[config.mk]
export PLATFORM = sky130hd
export DESIGN_NAME = ov2640_sccb_config
export DESIGN_NICKNAME = d
export VERILOG_FILES = /design/src/rtl/ov2640_pkg.sv /design/src/rtl/ov2640_sccb_config_phy.sv /design/src/rtl/ov2640_sccb_config.sv
export SDC_FILE = /design/constraint.sdc
export NUM_CORES = 1
export LEC_CHECK = 0
export BUFFER_PORTS_ARGS = -buffer_cell sky130_fd_sc_hd__buf_4
export CAP_MARGIN = 20
export CORE_MARGIN = 4
export CORE_UTILIZATION = 45
export DETAILED_ROUTE_END_ITERATION = 16
export SETUP_SLACK_MARGIN = 0.2
export SLEW_MARGIN = 25
export SYNTH_ARGS = -nofsm -noshare
export SYNTH_HDL_FRONTEND = slang
export SYNTH_SLANG_ARGS = --single-unit
[constraint.sdc]
create_clock -name clk -period 6.4 [get_ports clk]
set_input_delay 1.92 -clock clk [delete_from_list [all_inputs] [get_ports clk]]
set_output_delay 1.92 -clock clk [all_outputs]
set_load 0.005 [all_outputs]
[src/rtl/ov2640_pkg.sv]
// ov2640_pkg: shared types and constants for the OV2640 SCCB configuration block.
package ov2640_pkg;
    typedef enum logic [3:0] {
        S_IDLE, S_REWIND, S_SETTLE, S_CHECK, S_START,
        S_SHIFT, S_STOP, S_GAP, S_DELAY, S_DONE
    } state_t;
    typedef enum logic [1:0] {P_IDLE, P_START, P_SHIFT, P_STOP} phase_t;
    localparam int SCCB_FRAME_BITS = 27;
    localparam logic [15:0] CMD_END = 16'hFFFF;
    localparam logic [7:0] REG_COM7 = 8'h12;
    localparam int COM7_SRST = 7;
    localparam logic [7:0] DEV_ID_DEFAULT = 8'h60;
endpackage

[src/rtl/ov2640_sccb_config_phy.sv]
// sccb_write_phy: START, 27-bit MSB-first shift and STOP on SIOC/SIOD, paced by a quarter-bit tick.
module sccb_write_phy
    import ov2640_pkg::*;
#(
    parameter int QTR = 2
) (
    input  logic                       clk,
    input  logic                       rst,
    input  logic                       go_i,
    input  logic                       abort_i,
    input  logic [SCCB_FRAME_BITS-1:0] frame_i,
    output logic                       sioc_o,
    output logic                       siod_oe_o,
    output logic                       ready_o,
    output logic [1:0]                 phase_o
);
    localparam int QW = $clog2(QTR);
    phase_t phase_q, phase_d;
    logic [QW-1:0] qcnt_q, qcnt_d;
    logic [1:0] qidx_q, qidx_d;
    logic [4:0] bcnt_q, bcnt_d;
    logic [SCCB_FRAME_BITS-1:0] sh_q, sh_d;
    logic sioc_q, sioc_d, oe_q, oe_d;
    logic tick;
    assign tick = qcnt_q == QW'(QTR - 1);
    always_comb begin
        phase_d = phase_q;
        qcnt_d  = qcnt_q;
        qidx_d  = qidx_q;
        bcnt_d  = bcnt_q;
        sh_d    = sh_q;
        sioc_d  = sioc_q;
        oe_d    = oe_q;
        if (abort_i) begin
            phase_d = P_IDLE;
            qcnt_d  = '0;
            sioc_d  = 1'b1;
            oe_d    = 1'b0;
        end else if (phase_q == P_IDLE) begin
            if (go_i) begin
                phase_d = P_START;
                sh_d    = frame_i;
                bcnt_d  = '0;
                qidx_d  = '0;
                qcnt_d  = '0;
                sioc_d  = 1'b1;
                oe_d    = 1'b1;
            end
        end else if (!tick) begin
            qcnt_d = qcnt_q + QW'(1);
        end else begin
            qcnt_d = '0;
            qidx_d = qidx_q + 2'd1;
            case (phase_q)
                P_START: begin
                    phase_d = P_SHIFT;
                    qidx_d  = '0;
                    sioc_d  = 1'b0;
                    oe_d    = ~sh_q[SCCB_FRAME_BITS-1];
                end
                P_SHIFT: begin
                    sioc_d = qidx_q != 2'd0;
                    // Bit boundary: SIOC drops and the next bit is placed in the same quarter.
                    if (qidx_q == 2'd3) begin
                        sioc_d = 1'b0;
                        if (bcnt_q == 5'(SCCB_FRAME_BITS - 1)) begin
                            phase_d = P_STOP;
                            oe_d    = 1'b1;
                        end else begin
                            bcnt_d = bcnt_q + 5'd1;
                            sh_d   = {sh_q[SCCB_FRAME_BITS-2:0], 1'b0};
                            oe_d   = ~sh_q[SCCB_FRAME_BITS-2];
                        end
                    end
                end
                P_STOP: begin
                    sioc_d  = 1'b1;
                    oe_d    = qidx_q == 2'd0;
                    phase_d = qidx_q == 2'd2 ? P_IDLE : P_STOP;
                end
                default: ;
            endcase
        end
    end
    always_ff @(posedge clk or posedge rst) begin
        if (rst) begin
            phase_q <= P_IDLE;
            qcnt_q  <= '0;
            qidx_q  <= '0;
            bcnt_q  <= '0;
            sh_q    <= '0;
            sioc_q  <= 1'b1;
            oe_q    <= 1'b0;
        end else begin
            phase_q <= phase_d;
            qcnt_q  <= qcnt_d;
            qidx_q  <= qidx_d;
            bcnt_q  <= bcnt_d;
            sh_q    <= sh_d;
            sioc_q  <= sioc_d;
            oe_q    <= oe_d;
        end
    end
    assign sioc_o    = sioc_q;
    assign siod_oe_o = oe_q;
    assign ready_o   = phase_q == P_IDLE;
    assign phase_o   = phase_q;
endmodule

[src/rtl/ov2640_sccb_config.sv]
// ov2640_sccb_config: walks the camera register table and writes each {reg, val} over SCCB.
module ov2640_sccb_config
    import ov2640_pkg::*;
#(
    parameter int         CLK_FREQ_HZ   = 27_000_000,
    parameter int         SCCB_FREQ_HZ  = 100_000,
    parameter logic [7:0] DEV_ID        = DEV_ID_DEFAULT,
    parameter int         RST_DELAY_CYC = 27_000,
    parameter int         GAP_CYC       = 64
) (
    input  logic        clk,
    input  logic        rst,
    input  logic        start,
    input  logic [15:0] command,
    input  logic        finished,
    output logic        resend,
    output logic        advance,
    output logic        sioc,
    output logic        siod_oe,
    output logic        busy,
    output logic        done
);
    localparam int QTR  = CLK_FREQ_HZ / (4 * SCCB_FREQ_HZ);
    localparam int DMAX = RST_DELAY_CYC > GAP_CYC ? RST_DELAY_CYC : GAP_CYC;
    localparam int DW   = $clog2(DMAX + 1);
    state_t state_q, state_d;
    logic [DW-1:0] cnt_q, cnt_d;
    logic resend_q, resend_d, advance_q, advance_d;
    logic busy_q, busy_d, done_q, done_d, srst_q, srst_d;
    logic go, phy_ready;
    logic [1:0] phy_phase;
    always_comb begin
        state_d   = state_q;
        cnt_d     = cnt_q;
        resend_d  = 1'b0;
        advance_d = 1'b0;
        busy_d    = busy_q;
        done_d    = done_q;
        srst_d    = srst_q;
        go        = 1'b0;
        if (start) begin
            state_d  = S_REWIND;
            resend_d = 1'b1;
            busy_d   = 1'b1;
            done_d   = 1'b0;
        end else begin
            case (state_q)
                S_REWIND: begin
                    state_d = S_SETTLE;
                    cnt_d   = DW'(1);
                end
                S_SETTLE: begin
                    state_d = cnt_q == '0 ? S_CHECK : S_SETTLE;
                    cnt_d   = cnt_q == '0 ? cnt_q : cnt_q - DW'(1);
                end
                S_CHECK: begin
                    if (finished) begin
                        state_d = S_DONE;
                        busy_d  = 1'b0;
                        done_d  = 1'b1;
                    end else begin
                        go      = 1'b1;
                        srst_d  = command[15:8] == REG_COM7 && command[COM7_SRST];
                        state_d = S_START;
                    end
                end
                S_START, S_SHIFT, S_STOP: begin
                    // The cycle that observes the PHY idle is the first idle clock of the gap.
                    if (phy_ready) begin
                        state_d = srst_q ? S_DELAY : S_GAP;
                        cnt_d   = srst_q ? DW'(RST_DELAY_CYC - 2) : DW'(GAP_CYC - 2);
                    end else begin
                        state_d = phase_t'(phy_phase) == P_SHIFT ? S_SHIFT :
                                  phase_t'(phy_phase) == P_STOP  ? S_STOP  : S_START;
                    end
                end
                S_GAP, S_DELAY: begin
                    if (cnt_q == '0) begin
                        state_d   = S_SETTLE;
                        advance_d = 1'b1;
                        cnt_d     = DW'(1);
                    end else begin
                        cnt_d = cnt_q - DW'(1);
                    end
                end
                default: ;
            endcase
        end
    end
    always_ff @(posedge clk or posedge rst) begin
        if (rst) begin
            state_q   <= S_IDLE;
            cnt_q     <= '0;
            resend_q  <= 1'b0;
            advance_q <= 1'b0;
            busy_q    <= 1'b0;
            done_q    <= 1'b0;
            srst_q    <= 1'b0;
        end else begin
            state_q   <= state_d;
            cnt_q     <= cnt_d;
            resend_q  <= resend_d;
            advance_q <= advance_d;
            busy_q    <= busy_d;
            done_q    <= done_d;
            srst_q    <= srst_d;
        end
    end
    sccb_write_phy #(.QTR(QTR)) u_phy (
        .clk      (clk),
        .rst      (rst),
        .go_i     (go),
        .abort_i  (start),
        .frame_i  ({DEV_ID, 1'b1, command[15:8], 1'b1, command[7:0], 1'b1}),
        .sioc_o   (sioc),
        .siod_oe_o(siod_oe),
        .ready_o  (phy_ready),
        .phase_o  (phy_phase)
    );
    assign resend  = resend_q;
    assign advance = advance_q;
    assign busy    = busy_q;
    assign done    = done_q;
endmodule

Yosys cells after proc, flatten, opt, wreduce, memory -nomap -nowiden

Cells that the tools add are included.

Muxes and demuxes: 67
Bitwise logic cells: 4
Reduce and logical (&&, ||, !) cells: 25
Equal/unequal tests: 24
Add/subtract/negate cells: 4
$lt $le $gt $ge: 0
Divide/modulo/power cells: 0
$mul: 0
Shift operators: 0

Operators by type and width:

| cell                                                 | count |
|---|---|
| two-way mux 27 bit                                   | 6 |
| two-way mux 15 bit                                   | 4 |
| case mux 15 bit (4 select lines)                     | 1 |
| two-way mux 5 bit                                    | 6 |
| two-way mux 7 bit                                    | 4 |
| two-way mux 2 bit                                    | 13 |
| two-way mux 1 bit                                    | 24 |
| two-way mux 4 bit                                    | 5 |
| case mux 4 bit (5 select lines)                      | 1 |
| equality test 4 x 3 -> 1 bit (second input constant) | 4 |
| logical NOT 15 bit                                   | 1 |
| subtractor 15 x 1 -> 15 bit (second input constant)  | 1 |
| nonzero test 2 bit                                   | 6 |
| AND reduction 3 bit                                  | 3 |
| equality test 2 bit (second input constant)          | 4 |
| equality test 4 x 2 -> 1 bit (second input constant) | 2 |
| equality test 8 x 5 -> 1 bit (second input constant) | 1 |
| != test 2 bit (second input constant)                | 4 |
| != test 4 x 3 -> 1 bit (second input constant)       | 2 |
| AND reduction 4 bit                                  | 2 |
| adder 7 x 1 -> 7 bit (second input constant)         | 1 |
| equality test 7 bit (second input constant)          | 1 |
| != test 3 bit (second input constant)                | 2 |
| case mux 1 bit (3 select lines)                      | 2 |
| other kinds (19)                                     | 24 |

Bits in registers: 69
Bits in latches: 0
Output and inout bits: 6
Word-level logic and storage cells: 138
Input port bits: 20
Bits in writable memories: 0
Memory bits (read-only): 0
Memories kept: 0

Logic depth before layout (Yosys ltp)

Word-level depth: 7
Gate-level depth with buffers: 11

Hierarchy

From an unflattened synthesis, not the netlist that was laid out.

Cell total of the unflattened synthesis: 466
Area total of the unflattened synthesis: 4274.1 um2

Modules (own cells, without submodules):

| module             | area an instance (um2) | cells an instance | sequential area each (um2) | times used |
|---|---|---|---|---|
| sccb_write_phy     | 2459.9                 | 252               | 1127.3                     | 1 |
| ov2640_sccb_config | 1814.2                 | 214               | 600.6                      | 1 |

Worst setup path before layout

OpenSTA, ideal clock, no wires.

Path kind: input -> register
From: in finished
To: reg u_phy.sh_q[1]
Arrival time: 3212 ps
Cell stages on the path: 5
Setup slack: 3047 ps
Data required time: 6259 ps
Cell sequence: nand3b_1 a211oi_1 clkbuf_1 buf_1 a31oi_1

Cells in the longest elaborated chain, start to end: 5

Ends and longest elaborated chain:

| what                                 | RTL line                     | text |
|---|---|---|
| start, declared                      | ov2640_sccb_config.sv:15     | `input logic finished,` |
| two-way mux 1 bit                    | ov2640_sccb_config.sv:57     | `if (finished) begin` |
| two-way mux 1 bit                    | ov2640_sccb_config.sv:47     | `case (state_q)` |
| two-way mux 1 bit                    | ov2640_sccb_config.sv:41     | `if (start) begin` |
| != test 2 bit (no source line)       | -                            |  |
| AND reduction 6 bit (no source line) | -                            |  |
| end signal, assigned                 | ov2640_sccb_config_phy.sv:91 | `sh_q <= '0;` |
| end signal, assigned                 | ov2640_sccb_config_phy.sv:99 | `sh_q <= sh_d;` |
| end, declared                        | ov2640_sccb_config_phy.sv:22 | `logic [SCCB_FRAME_BITS-1:0] sh_q, sh_d;` |

No other way between the ends.
A chain may end at the register's enable or synchronous reset.

Worst setup path after layout

From: in finished
To: reg u_phy.bcnt_q[3]

Cells in the longest elaborated chain, start to end: 5

Ends and longest elaborated chain:

| what                                 | RTL line                     | text |
|---|---|---|
| two-way mux 1 bit                    | ov2640_sccb_config.sv:57     |  |
| two-way mux 1 bit                    | ov2640_sccb_config.sv:47     |  |
| two-way mux 1 bit                    | ov2640_sccb_config.sv:41     |  |
| != test 2 bit (no source line)       | -                            |  |
| AND reduction 6 bit (no source line) | -                            |  |
| end signal, assigned                 | ov2640_sccb_config_phy.sv:98 | `bcnt_q <= bcnt_d;` |
| end, declared                        | ov2640_sccb_config_phy.sv:21 | `logic [4:0] bcnt_q, bcnt_d;` |

No other way between the ends.

==> results by group <==
Floorplan
  • Area inside the core boundary: between 0.007 and 0.008 mm^2
  • Vert. Die Dim: 98.9 um
  • Core Rows: 32
  • Initial Util: 47.2%
  • Die Outline Area: between 0.009 and 0.01 mm^2
  • Horizontal extent of the die: 98.9 um
  • Number of I/O pins: 26

GRT
  • Maximum number of pins on one net before global-route repair: 70
  • Total global-route track usage: 17.5%
  • Total congestion overflow after global routing: 0
  • First-pass GRT wire length: 14.1 mm
  • Via count of the first global-routing pass: ~3,000
  • Initial antenna violation count: 0

Logic synthesis
  • Fraction of post-synthesis cell area in the top cell type by area: 45.7%
  • Number of enable flip-flop cells after synthesis: 0
  • Main combinational cell family by area after synthesis: simple AND/OR/NAND/NOR gates
  • Fraction of synthesis flops using an asynchronous set or reset pin: 100%
  • Mux cell area share after synthesis: 0.841%
  • Synthesis Warnings: 0
  • Post-synthesis instance area: 0.00372 mm^2
  • Sequential element share of the synthesized area: between 40% and 50%
  • Synth Area in XOR/XNOR: 2.12%
  • Mapped Nets: 459
  • Number of synthesized register bits: 69
  • Synth Instances: 431
  • Ys flop type: sky130_fd_sc_hd__dfrtp_1
  • Post-Synth Adder-Cell Area: 2.69%
  • Number of different library cells in the post-synthesis netlist: 58
  • Post-synthesis compound-gate area fraction: a little under a fifth
  • Simple-gate portion of the synthesized area: 24.3%
  • Avg Synthesized Cell Area: 8.63 um^2
  • Biggest area contributors in the synthesized netlist: sky130_fd_sc_hd__dfrtp_1 46%, sky130_fd_sc_hd__nand2_1 7.6%, sky130_fd_sc_hd__nor2_1 5.3%
  • Top cell type by total area after synthesis: sky130_fd_sc_hd__dfrtp_1

Final layout
  • Flip-flop and latch area: 0.00173 mm^2
  • Area Growth Syn to Fin: 11.2%
  • Layout cells sized above 1: 12.4%
  • Final #Nets: 476
  • Filler cells: 721
  • Antenna Cells: 0
  • Area of the multi-input gates: 0.00184 mm^2

Setup path
  • Slowest-stage cell, CP: sky130_fd_sc_hd__buf_4
  • Crit path required time: 6.61 ns
  • Kind of capture point of the worst setup path: flip-flop
  • Cell-by-cell trace of the critical path: buf_4 -> nand3b_1 -> a211oi_4 -> buf_4 -> nand4_1 -> xor2_1 -> nor2_1
  • Critical setup path kind: in2reg
  • Top fanout value on the critical path: 51
  • CP startpoint kind: primary input
  • Crit path arrival time: 3.31 ns
  • Delay of the slowest cell on the worst path: around 0.44 ns
  • Most numerous cell on the critical path: sky130_fd_sc_hd__buf_4

Clocking
  • Clock Pin Slew Worst Setup and Hold Paths: 0.07 ns
  • Longest Clk Path Bufs: 2
  • Number of cells upsized or downsized after cts: 0
  • CTS sink count: 69
  • TritonCTS buffer count: 9
  • Clk_lat worst skew: 0.34 ns
  • CTS tree: built
  • Buffer type at the clock tree root: sky130_fd_sc_hd__clkbuf_8
  • Post-CTS Hold Buffers: 0
  • Buffer count from post-CTS setup fixing: 0
  • H-tree lvl count: 3

Detailed routing
  • Antenna-violating nets left: 0
  • Detailed router's first-iteration violation count: 121
  • Mean routed wirelength per cell: 14.7 um
  • Number of vias per cell: 5.60
  • Count of vias placed by the detailed router: between 3,000 and 4,000
  • Final WL: 8.19 mm
  • First-pass iteration count of the detailed router: 4
  • Remaining DRCs: 0

Timing
  • Post-route worst hold slack: about 0.47 ns
  • Worst slew pin tran: 0.869 ns
  • Setup TNS after final layout: 0 ns
  • Number of setup violations in the final report: 0
  • Worst Skew: 0.00852 ns
  • Final critical-path share of the clock period: about half
  • Count of final max-slew check failures: 0
  • Final-report hold violation count: 0
  • Unrepaired setup endpoints after global routing: false
  • Clock period minus worst slack: 3.10 ns
  • Maximum clock rate: 323 MHz
  • Slew margin rel.: 42.0%

Power
  • Peak ir drop on the vdd network: 0.144 mV
  • PD cells: slightly above 300 mW/mm^2
  • Leakage power of the design: roughly 1.8 nW

Placement
  • Routability congestion estimate from global placement: 0.840
  • Buffers on Ports: 25
  • Half-perimeter wire length after placement: 5.32 mm

Flow run
  • MaxCap Viol Count: 0

Min path
  • Worst hold-check path type: reg2reg

Outcome
  • Outcome: finished clean
## registers in the layout, indices dropped and copies added, names as in the netlist
signal and flops:
resend 1, advance 1, busy 1, u_phy.qcnt_q 7, u_phy.siod_oe_o 1, u_phy.phase_o 2
state_q 4, cnt_q 15, u_phy.qidx_q 2, u_phy.sioc_o 1, srst_q 1, done 1
u_phy.sh_q 27, u_phy.bcnt_q 5
## where the power goes
group / switching (mW) / internal, mW
sequential: 0.0711 / 0.533
combinational: 0.215 / 0.150
clock: 0.161 / 0.152
total: 0.447 / 0.836
## cell type report
class                   instances  share of cell area (%)
repair buffers                 28                    5.08
well taps                     102                    3.09
clock inverters                 1                   0.181
clock buffers                  15                    3.78
multi-input cells             322                    44.5
flip-flops and latches         69                    41.8
inverters                      18                    1.63
## Yosys cell counts (all sizes together), types with 2 or more instances
library cell  count
nor2             53
a22oi             3
a22o              2
o2bb2ai           5
and2              5
or4               2
clkbuf           17
o31ai             3
nand2b            5
xor2              7
inv              18
o21a              4
or3               7
nor2b             4
buf               5
nand3            12
ha                8
a211oi            2
nand4             4
nor4              3
o21ai            26
mux2i             2
nand3b            2
nor3              9
o311a             2
nand2            77
o22ai             5
xnor2             2
a31oi            19
or2               3
a21oi            26
o211ai            2
and3              3
dfrtp            68
## routing by layer
metal  routed length [um]  GRT usage, %
met1                 4010          23.9
met2                 3730          27.7
met5                    0             0
met4                   90          5.46
met3                  359          3.89
## cells in the final DEF, fill, tap and decap left out, types with 3 or more instances in the layout
master                       n
sky130_fd_sc_hd__nand2_1    75
sky130_fd_sc_hd__dfrtp_1    68
sky130_fd_sc_hd__nor2_1     52
sky130_fd_sc_hd__buf_4      28
sky130_fd_sc_hd__a21oi_1    26
sky130_fd_sc_hd__o21ai_0    20
sky130_fd_sc_hd__a31oi_1    18
sky130_fd_sc_hd__inv_1      17
sky130_fd_sc_hd__nand3_1    12
sky130_fd_sc_hd__clkbuf_8   10
sky130_fd_sc_hd__nor3_1      9
sky130_fd_sc_hd__ha_1        8
sky130_fd_sc_hd__or3_1       7
sky130_fd_sc_hd__xor2_1      7
sky130_fd_sc_hd__and2_1      5
sky130_fd_sc_hd__nand2b_1    5
sky130_fd_sc_hd__o21ai_1     5
sky130_fd_sc_hd__o2bb2ai_1   5
sky130_fd_sc_hd__o22ai_1     5
sky130_fd_sc_hd__clkbuf_1    5
sky130_fd_sc_hd__nor2b_1     4
sky130_fd_sc_hd__nand4_1     4
sky130_fd_sc_hd__and3_1      3
sky130_fd_sc_hd__or2_2       3
sky130_fd_sc_hd__a22oi_1     3
sky130_fd_sc_hd__nor4_1      3
sky130_fd_sc_hd__o31ai_1     3
## per-stage QoR
stage,total power [mW],std cells,setup WS [ns],cell area [um^2],util [%]
3_3_place_gp,0.968,539,2.98,3970,50.4
5_1_grt,1.38,555,3.17,4140,52.4
2_1_floorplan,0.898,431,2.74,3720,-
6_report,1.28,555,3.30,4140,52.4
3_5_place_dp,0.977,539,2.95,3970,50.4
4_1_cts,1.29,555,3.30,4140,52.4
## kinds of logic (layout without fill, tap and decap cells)
| family | Yosys count | count (layout) |
|---|---|---|
| flip-flops | 69 | 69 |
| AO/OA/AOI/OAI | 107 | 107 |
| adder cells (fa/ha/maj) | 8 | 8 |
| XOR/XNOR | 9 | 9 |
| buffers and inverters | 40 | 62 |
| AND/OR/NAND/NOR | 195 | 195 |
| multiplexers | 3 | 3 |
## path summary, 6_finish.rpt
path / start / end / slack [ns] / cells past startpoint
max in group asynchronous: rst / advance$_DFF_PP0_ / 3.99 / 3
min reg2reg: u_phy.sh_q[22]$_DFFE_PP0P_ / u_phy.sh_q[22]$_DFFE_PP0P_ / 0.47 / 2
min in group asynchronous: rst / u_phy.sh_q[4]$_DFFE_PP0P_ / 1.84 / 3
min: u_phy.sh_q[22]$_DFFE_PP0P_ / u_phy.sh_q[22]$_DFFE_PP0P_ / 0.47 / 2
max reg2reg: u_phy.phase_o[1]$_DFFE_PP0P_ / u_phy.bcnt_q[3]$_DFFE_PP0P_ / 3.65 / 7
max: finished / u_phy.bcnt_q[3]$_DFFE_PP0P_ / 3.30 / 7
## critical path: cells and delay by family
| kind | cells | cell delay (ns) |
|---|---|---|
| AND/OR/NAND/NOR | 3 | 0.44 |
| buffers and inverters | 2 | 0.57 |
| AO/OA/AOI/OAI | 1 | 0.21 |
| XOR/XNOR | 1 | 0.17 |
Power figures use the tool's default switching activity.
